--- config.mk ---
export PLATFORM = sky130hd
export DESIGN_NAME = spi_slave_tx_serializer
export DESIGN_NICKNAME = d
export VERILOG_FILES = /design/src/rtl/spi_slave_pkg.sv /design/src/rtl/spi_slave_tx_serializer.sv
export SDC_FILE = /design/constraint.sdc
export NUM_CORES = 1
export LEC_CHECK = 0
export BUFFER_PORTS_ARGS = -buffer_cell sky130_fd_sc_hd__clkbuf_2
export CAP_MARGIN = 20
export CORE_AREA = 8 8 86 88
export CTS_CLUSTER_DIAMETER = 60
export DETAILED_ROUTE_END_ITERATION = 12
export DIE_AREA = 0 0 94 96
export GPL_TIMING_DRIVEN = 0
export PLACE_DENSITY = 0.84
export REMOVE_ABC_BUFFERS = 1
export SLEW_MARGIN = 10
export SYNTH_ARGS = -nofsm -noshare
export SYNTH_HDL_FRONTEND = slang
export SYNTH_SLANG_ARGS = --single-unit
--- constraint.sdc ---
create_clock -name clk -period 2 [get_ports clk]
set_input_delay 0.1 -clock clk [delete_from_list [all_inputs] [get_ports clk]]
set_output_delay 0.1 -clock clk [all_outputs]
set_load 0.01 [all_outputs]
--- src/rtl/spi_slave_pkg.sv ---
// Shared types and constants for the SPI slave datapath.
// Holds the transmit FSM state type and the default word width.
package spi_slave_pkg;

  localparam int SPI_WORD_W = 32;

  typedef enum logic {
    TX_IDLE,
    TX_SHIFT
  } tx_state_e;

endpackage

--- src/rtl/spi_slave_tx_serializer.sv ---
// SPI slave transmit serializer: pops words from the FIFO read side and
// shifts them out MSB-first on shift strobes, with one prefetch word.
// Ports: clk/rstn (sync, active-low); data_i/valid_i/ready_o FIFO side;
// shift_en_i bit strobe; len_i bits-per-word minus 1; abort_i flush;
// sdo_o serial out; word_done_o last-bit pulse; underrun_o empty strobe.
module spi_slave_tx_serializer
  import spi_slave_pkg::*;
#(
  parameter int DATA_WIDTH = SPI_WORD_W,
  localparam int CNT_WIDTH = $clog2(DATA_WIDTH)
) (
  input  logic                  clk,
  input  logic                  rstn,
  input  logic [DATA_WIDTH-1:0] data_i,
  input  logic                  valid_i,
  output logic                  ready_o,
  input  logic                  shift_en_i,
  input  logic [CNT_WIDTH-1:0]  len_i,
  input  logic                  abort_i,
  output logic                  sdo_o,
  output logic                  word_done_o,
  output logic                  underrun_o
);

  tx_state_e             state_q, state_d;
  logic [DATA_WIDTH-1:0] sr_q, sr_d;
  logic [DATA_WIDTH-1:0] pf_q, pf_d;
  logic                  pf_valid_q, pf_valid_d;
  logic [CNT_WIDTH-1:0]  cnt_q, cnt_d;
  logic [CNT_WIDTH-1:0]  len_q, len_d;

  logic accept;
  logic last_bit;
  logic word_done;
  logic underrun;

  // Ready depends on registers only, never on valid_i.
  assign ready_o  = rstn && !pf_valid_q;
  assign accept   = valid_i && ready_o;
  assign last_bit = (cnt_q == len_q);

  assign sdo_o       = rstn && (state_q == TX_SHIFT)
                       && sr_q[DATA_WIDTH-1];
  assign word_done_o = rstn && word_done;
  assign underrun_o  = rstn && underrun;

  always_comb begin
    state_d    = state_q;
    sr_d       = sr_q;
    pf_d       = pf_q;
    pf_valid_d = pf_valid_q;
    cnt_d      = cnt_q;
    len_d      = len_q;
    word_done  = 1'b0;
    underrun   = 1'b0;

    if (abort_i) begin
      // Flush everything; a word accepted now is dropped.
      state_d    = TX_IDLE;
      pf_valid_d = 1'b0;
      cnt_d      = '0;
    end else begin
      unique case (state_q)
        TX_IDLE: begin
          underrun = shift_en_i;
          if (pf_valid_q) begin
            sr_d       = pf_q;
            pf_valid_d = 1'b0;
            state_d    = TX_SHIFT;
            cnt_d      = '0;
            len_d      = len_i;
          end else if (accept) begin
            sr_d    = data_i;
            state_d = TX_SHIFT;
            cnt_d   = '0;
            len_d   = len_i;
          end
        end
        TX_SHIFT: begin
          if (shift_en_i && last_bit) begin
            word_done = 1'b1;
            if (pf_valid_q) begin
              sr_d       = pf_q;
              pf_valid_d = 1'b0;
              cnt_d      = '0;
              len_d      = len_i;
            end else if (accept) begin
              sr_d  = data_i;
              cnt_d = '0;
              len_d = len_i;
            end else begin
              state_d = TX_IDLE;
            end
          end else begin
            if (shift_en_i) begin
              sr_d  = sr_q << 1;
              cnt_d = cnt_q + CNT_WIDTH'(1);
            end
            if (accept) begin
              pf_d       = data_i;
              pf_valid_d = 1'b1;
            end
          end
        end
        default: state_d = TX_IDLE;
      endcase
    end
  end

  always_ff @(posedge clk) begin
    if (!rstn) begin
      state_q    <= TX_IDLE;
      sr_q       <= '0;
      pf_q       <= '0;
      pf_valid_q <= 1'b0;
      cnt_q      <= '0;
      len_q      <= CNT_WIDTH'(DATA_WIDTH - 1);
    end else begin
      state_q    <= state_d;
      sr_q       <= sr_d;
      pf_q       <= pf_d;
      pf_valid_q <= pf_valid_d;
      cnt_q      <= cnt_d;
      len_q      <= len_d;
    end
  end

endmodule
Word-level counts from Yosys, hierarchy flattened
Cells that the tools add are included.
- logic and storage cells: 53
- input port bits: 42
- register bits: 76
- output and inout port bits: 4
- equal/unequal tests: 4
- reduce and logical (&&, ||, !) cells: 12
- bitwise logic cells: 4
- add/sub/neg operators: 1
- multiplexer cells: 26
- operator list (operator ; number):
    $mux 32 ; 4
    $pmux 32 s2 ; 1
    $mux 5 ; 7
    $pmux 5 s2 ; 2
    $mux 1 ; 10
    $logic_and 1x1->1 ; 7
    $add 5x1->5 const B ; 1
    $eq 5x5->1 ; 1
    $not 1->1 ; 4
    $pmux 1 s2 ; 2
    $reduce_and 2->1 ; 2
    $reduce_and 4->1 ; 1
    $ne 3x1->1 const B ; 1
    $ne 3x2->1 const B ; 1
    $ne 2x1->1 const B ; 1
    $reduce_or 2->1 ; 1
    $logic_not 1->1 ; 1

Logic depth before layout (Yosys ltp)
Gate-level depths: netlist of run 1.
- depth after elaboration: 7
- depth in mapped cells: 7
- mapped depth without buffers: 5

Least setup slack after synthesis of run 1
No wires, ideal clock.
- path type: reg-to-reg
- from: reg cnt_q[3]
- to: reg pf_q[0]
- arrival: 1487 ps
- library setup time: 121 ps
- required time: 1879 ps
- period minus slack after synthesis: 1608 ps
- buffers on the path: 2
- setup slack: 392 ps
- cell stages (with the launch flop): 7
- cell sequence: dfxtp_1 xnor2_1 and3_1 buf_2 a211oi_4 buf_4 o21ai_0
- longest elaborated chain between the ends: 4
- ends and longest elaborated chain (what ; line ; text):
    start: declaration ; spi_slave_tx_serializer.sv:29 ; logic [CNT_WIDTH-1:0] cnt_q, cnt_d;
    start signal: assignment ; spi_slave_tx_serializer.sv:123 ; cnt_q <= cnt_d;
    $eq 5x5->1 ; spi_slave_tx_serializer.sv:40 ; assign last_bit = (cnt_q == len_q);
    $logic_and 1x1->1 ; spi_slave_tx_serializer.sv:80 ; if (shift_en_i && last_bit) begin
    $not 1->1 (no source line) ; - ;
    $reduce_and 4->1 (no source line) ; - ;
    end signal: assignment ; spi_slave_tx_serializer.sv:121 ; pf_q <= pf_d;
    end: declaration ; spi_slave_tx_serializer.sv:27 ; logic [DATA_WIDTH-1:0] pf_q, pf_d;
Every way passes these cells.
A chain may end at the register's enable or synchronous reset.

Final worst setup path of run 1
- from: reg pf_valid_q
- to: reg sr_q[16]
- longest elaborated chain between the ends: 7
- ends and longest elaborated chain (what ; line ; text):
    start: declaration ; spi_slave_tx_serializer.sv:28 ; logic pf_valid_q, pf_valid_d;
    start signal: assignment ; spi_slave_tx_serializer.sv:122 ; pf_valid_q <= pf_valid_d;
    $logic_not 1->1 ; spi_slave_tx_serializer.sv:38 ; assign ready_o = rstn && !pf_valid_q;
    $logic_and 1x1->1 ; spi_slave_tx_serializer.sv:38 ;
    $logic_and 1x1->1 ; spi_slave_tx_serializer.sv:39 ; assign accept = valid_i && ready_o;
    $mux 32 ; - ;
    $mux 32 * ; spi_slave_tx_serializer.sv:66, spi_slave_tx_serializer.sv:82 ;
    $mux 32 ; spi_slave_tx_serializer.sv:80 ;
    $pmux 32 s2 * ; spi_slave_tx_serializer.sv:63 ; unique case (state_q)
    end signal: assignment ; spi_slave_tx_serializer.sv:120 ; sr_q <= sr_d;
    end: declaration ; spi_slave_tx_serializer.sv:26 ; logic [DATA_WIDTH-1:0] sr_q, sr_d;
Mark *: on every way between the ends. The rest lies on a longest branch, timed or not.

==> results.ini, run 1 <==
[critical_path]
worstPathArrival_ps=2130
cp_max_fo=20
cp.required_ps=2260
start_kind=flop
critPathKind=reg2reg
max_stage_delay_ps=460
path_cells=a21oi_2 -> nand4_1 -> o21ai_4 -> buf_8 -> a22oi_1 -> o21ai_0
end_kind=flop
cpMaxStageDelayCell=o21ai_4

[final_layout]
nets=484
drive_gt1_share_pct=17.94
seq_area_sq_mm=0.001525
syn2layout_area_growth_pct=27.45
finalInstanceArea_sq_mm=0.004078
nFillCells=491
multi_input_area_sq_mm=0.001536

[drt]
ant_nets=0
finalWirelength_microns=8231
wl_per_cell_microns=15.71
routed_via_density=5.779
vias=3028
first_iter_violations=231
drtPass1Iterations=5
route.detailed.drc=0

[synthesis]
synth_edf_count=0
seq_area_frac_synth_pct=47.56
synth_area_sq_mm=0.003199
synth.most_common_cell=nand2_1
synth_area_per_cell_sq_um=8.623
synth_top_area_share_pct=47.56
synthTopCellsByArea=dfxtp_1, a22oi_1, o21ai_0, nand2_1, mux2i_1
synth_cell_type_count=32
async_flop_share_pct=0
netlist_top_cells_count=nand2_1, dfxtp_1, a22oi_1, o21ai_0, clkbuf_1
synthFlopType=dfxtp_1
synth.largest_area_cell=dfxtp_1
syn_inst=371
ys_seq_elements=76
ys_warn_count=0

[grt]
grt_pass1_wl_microns=13170
track_usage_pct=18.44
grt_overflow=0
grt_pass1_vias=2897
grt_max_degree=48
antenna_found_initial=1

[timing]
max_freq_mhz=534.3
slew_violations=0
setup_ws_ps=128.4
timing.final.crit_share_pct=93.58
setup_tns_ps=0
worstMarginPinSlew_ps=846.7
holdWs_ps=142.0
rsz0062_at_grt=yes
finalCriticalPeriod_ps=1872
setup_viol=0
fin_skew_ps=12.64
maxSlewHeadroom_pct=43.49
hold_violations=0

[pwr]
ir_drop_v=0.0003945
p_per_area_mw_per_mm2=738.2
leakagePower_nw=1.473

[clock_tree]
cts_sinks=76
cts_inserted_buffers=9
cts-root-buf=clkbuf_8
clockBufferDepth=2
cts_tree=done
clk_pin_slew_ps=80
ctsHtreeMaxLevel=3
worstSkewPairLatency_ps=350

[placement]
placement.io_buffers=45
dpl-instance-area_sq_mm=0.003436
gp_congestion=0.8537
post-place-ws_ps=-504.2
place_hpwl_microns=4863

[flow_run]
drv_cap=0

[floorplan]
die_x_microns=94
die-area_sq_mm=0.009024
die_h_microns=96
core_area_sq_mm=0.006096
initial_core_util_pct=52.48
ioPinCount=46
row_count=29

[min_path]
hold_class=in2reg

[status]
status=completed

-- per-layer routing --
metal	global-route usage [%]	routed length (microns)	share of wire [%]	vias to the layer above
met5	0	0	0	-
met4	11.36	273	3.3	0
met3	3.822	373	4.5	27
met2	31.86	4193	51	100
met1	20.51	3392	41	1424
li1	-	-	-	1477
-- layout make-up --
class | instances | area share (%)
timing repair buffer | 89 | 17.37
tap | 77 | 2.363
multi-input combinational | 263 | 37.68
clock buffer | 10 | 3.375
antenna | 1 | 0.06137
sequential | 76 | 37.40
inverter | 2 | 0.1841
clock inverter | 6 | 1.565
-- worst paths after layout --
check | start | end | slack (ps) | cells after the start
max reg2reg | pf_valid_q$_SDFFE_PP0P_ | sr_q[16]$_SDFFE_PN0P_ | 130 | 6
min reg2reg | pf_q[21]$_SDFFE_PN0P_ | pf_q[21]$_SDFFE_PN0P_ | 460 | 2
max | pf_valid_q$_SDFFE_PP0P_ | sr_q[16]$_SDFFE_PN0P_ | 130 | 6
min | abort_i | sr_q[0]$_SDFFE_PN0P_ | 140 | 3
-- critical path, delay by kind of cell (launching register included) --
kind / cells / cell delay (ps)
buffers and inverters: 1 / 220
AOI/OAI and AO/OA: 4 / 910
and+or+nand+nor: 1 / 200
DFF: 1 / 440
-- cell usage in the layout (no fill, tap or decap), types with 3 or more instances in the layout --
master and count:
nand2_1 77, dfxtp_1 75, o21ai_0 63, a22oi_1 63, clkbuf_2 44, dlygate4sd3_1 37, clkbuf_8 10, nand3_1 9
mux2i_1 6, buf_8 6, xnor2_1 5, nor3_1 4, nor2_1 4, nor2b_1 3, and3_1 3
-- sequential cells by signal, summed over array words and instances (netlist names) --
| signal | count |
|---|---|
| pf_valid_q | 1 |
| len_q | 5 |
| pf_q | 32 |
| sr_q | 32 |
| cnt_q | 5 |
| state_q | 1 |
-- repair_timing --
item                                   4_1_cts  5_1_grt
endpoints found under the hold margin       37        0
pin swaps                                    1        0
resized for setup                            6        3
setup endpoints to repair                   65       60
buffers inserted                             1        1
hold buffers                                37        0
gates cloned                                 0        0
-- cells by family after synthesis --
kind of cell	after synthesis	synth area share (%)
and+or+nand+nor	109	14.39
muxes	6	1.877
AOI/OAI and AO/OA	142	28.94
DFF	76	47.56
adders and majority gates	1	0.3910
xor gates and xnor gates	5	1.369
buffers and inverters	32	5.475
-- through the flow --
stage	power (mW)	cells	utilization, %
after floorplan	1.681	341	-
after global placement	1.772	463	55.01
after detailed placement	1.787	468	56.36
after CTS	3.017	522	66.46
after global routing	3.104	524	66.89
final	3.010	524	66.89
-- report_power, final --
part	switching, mW	internal, mW	total, mW
Combinational	0.136	0.128	0.263
Clock	0.578	0.608	1.19
Sequential	0.0196	1.54	1.56
(Power assumes the default switching activity.)
==> run 2, diff against run 1 <==
--- a/config.mk
+++ b/config.mk
@@ -5,14 +5,15 @@
 export SDC_FILE = /design/constraint.sdc
 export NUM_CORES = 1
 export LEC_CHECK = 0
+export ABC_AREA = 1
 export BUFFER_PORTS_ARGS = -buffer_cell sky130_fd_sc_hd__clkbuf_2
 export CAP_MARGIN = 20
-export CORE_AREA = 8 8 86 88
+export CORE_AREA = 8 8 94 96
 export CTS_CLUSTER_DIAMETER = 60
 export DETAILED_ROUTE_END_ITERATION = 12
-export DIE_AREA = 0 0 94 96
+export DIE_AREA = 0 0 102 104
 export GPL_TIMING_DRIVEN = 0
-export PLACE_DENSITY = 0.84
+export PLACE_DENSITY = 0.83
 export REMOVE_ABC_BUFFERS = 1
 export SLEW_MARGIN = 10
 export SYNTH_ARGS = -nofsm -noshare
==> run 2 against run 1 <==
The run now ends with negative hold slack left; global-route usage up 3.8 points; combinational power up 41%; routed wire length up 47%; sequential power about the same; area after synthesis up 23%; critical path depth up 2; clock skew down 1.8 ps; final cell count up 42%; sequential share of layout area down 4.1 points; critical path type unchanged; synthesized cell count up 63%.
==> results.ini, run 2 <==
[timing]
finalCriticalPeriod_ps=1906
hold_violations=1
maxSlewHeadroom_pct=44.80
max_freq_mhz=524.6
slew_violations=0
setup_viol=0
setup_ws_ps=93.89
timing.final.crit_share_pct=95.31
holdWs_ps=-1.049
worstMarginPinSlew_ps=822.8
rsz0062_at_grt=yes
setup_tns_ps=0
fin_skew_ps=10.89

[critical_path]
cp.required_ps=2280
end_kind=flop
r2r_cells=8
worstPathArrival_ps=2180
cp_max_fo=32
critPathKind=reg2reg
start_kind=flop

[final_layout]
nFillCells=660
layout_common_cells=nand2_1, nand3_1, inv_1, dfxtp_1, a21oi_1
finalInstanceArea_sq_mm=0.004592
reg_top3=pf_q (32), sr_q (32)
drive_gt1_share_pct=15.22
multi_input_area_sq_mm=0.001997
final_common_cell=nand2_1
antennaDiodeCount=0
seq_area_sq_mm=0.001528
syn2layout_area_growth_pct=16.73
nets=682

[grt]
use_met2_pct=34.88
grt_pass1_wl_microns=19130
grt_max_degree=47
track_usage_pct=22.22
antenna_found_initial=0
busiest_layer=met2
grt_pass1_vias=3961
use_met3_pct=3.815
gr-usage-met1_pct=28.65
grt_overflow=0

[synthesis]
synth_edf_count=0
synthTopCellsByArea=dfxtp_1, nand3_1, nand2_1, inv_1, a21oi_1
seq_area_frac_synth_pct=38.68
synth_area_per_cell_sq_um=6.491
synthFlopType=dfxtp_1
async_flop_share_pct=0
synth_area_sq_mm=0.003934
synth.largest_area_cell=dfxtp_1
netlist_top_cells_count=nand2_1, nand3_1, inv_1
synth_cell_type_count=26
syn_inst=606
synth.most_common_cell=nand2_1
synth_top_area_share_pct=38.68
ys_seq_elements=76
ys_warn_count=0

[clock_tree]
clk_pin_slew_ps=90
cts-root-buf=clkbuf_8
postCtsHoldBufs=0
ctsHtreeMaxLevel=3
cts_inserted_buffers=9
clockBufferDepth=2
cts_sinks=76
worstSkewPairLatency_ps=360
cts_tree=done

[floorplan]
initial_core_util_pct=52.82
die-area_sq_mm=0.01061
core_area_sq_mm=0.007447
die_h_microns=104
die_x_microns=102
row_count=32
ioPinCount=46

[placement]
gp_congestion=0.8003
dpl-instance-area_sq_mm=0.004094
placement.io_buffers=45
post-place-ws_ps=-2392
place_hpwl_microns=5773

[drt]
routed_via_density=5.674
vias=4233
route.detailed.drc=0
wl_per_cell_microns=16.19
finalWirelength_microns=12080
drtPass1Iterations=4
first_iter_violations=435
ant_nets=0

[min_path]
hold_depth=3
hold_class=in2reg

[pwr]
leakagePower_nw=1.857
power.total_mw=3.361
p_per_area_mw_per_mm2=731.8
ir_drop_v=0.0003185

[flow_run]
drv_cap=0

[status]
status=finished, violations left
violations=negative hold slack

[run 2: changes by cell type after synthesis, sizes merged, moves of 5 or more]
cell	change
a22oi	-63
nand3	+99
mux2i	-6
nand4	+13
a21oi	+63
inv	+98
xnor2	-5
nand2	+48
nor2	+17
o21ai	-19
buf	+8
[run 2: path summary, 6_finish.rpt]
| check | slack, ps | end | start |
|---|---|---|---|
| worst max-delay path | 90 | sr_q[30]$_SDFFE_PN0P_ | pf_valid_q$_SDFFE_PP0P_ |
| worst min-delay path | -1 | pf_q[22]$_SDFFE_PN0P_ | data_i[22] |
| worst max register to register | 90 | sr_q[30]$_SDFFE_PN0P_ | pf_valid_q$_SDFFE_PP0P_ |
| worst min register to register | 450 | pf_q[3]$_SDFFE_PN0P_ | pf_q[3]$_SDFFE_PN0P_ |
[run 2: cells by family (layout without fill, tap and decap cells)]
logic type                 count (synthesis)  count (layout)  synth area share, %
DFF                                       76              76                38.68
and+or+nand+nor                          274             282                32.03
buffers and inverters                    142             172                14.57
AOI/OAI and AO/OA                        113             113                14.41
adders and majority gates                  1               1               0.3180
[run 2: worst max-delay path, cell delays in order, from the launching register on]
cell and delay, ps:
dfxtp_2 600, nor2_4 70, nand2_1 190, nand2_1 240
inv_2 130, nand2_2 110, nand2_8 200, nand2_1 90
a21oi_1 170
[run 2: stage by stage]
| stage | util, % | instances |
|---|---|---|
| floorplan | - | 565 |
| global placement | 54.96 | 712 |
| detailed placement | 54.97 | 712 |
| CTS | 60.13 | 740 |
| global route | 61.66 | 746 |
| finish | 61.66 | 746 |
[run 2: cell type report]
type / instances / share of cell area (%)
Clock inverter: 4 / 1.526
Timing Repair inverter: 1 / 0.1635
Clock buffer: 12 / 3.597
Multi-Input combinational cell: 396 / 43.49
Tap cell: 102 / 2.779
Timing Repair Buffer: 54 / 6.785
Sequential cell: 76 / 33.27
Inverter: 101 / 8.392
[run 2: layer usage]
metal | part of all wire (%) | wire (microns)
met4 | 3.1 | 380
met2 | 47 | 5702
met3 | 8.3 | 997
met1 | 41 | 4997
met5 | 0 | 0
[run 2: where the power goes]
| group | leakage (nW) | internal (mW) | total [mW] | switching (mW) |
|---|---|---|---|---|
| clock | 0.122 | 0.802 | 1.40 | 0.599 |
| combinational | 1.12 | 0.125 | 0.372 | 0.247 |
| sequential | 0.618 | 1.56 | 1.59 | 0.0314 |
[run 2: repair_timing]
action                     in CTS  in global routing
resized for setup              12                  9
cloned                          7                  2
buffers inserted                5                  4
pin swaps                       5                  3
setup endpoints to repair      79                 74
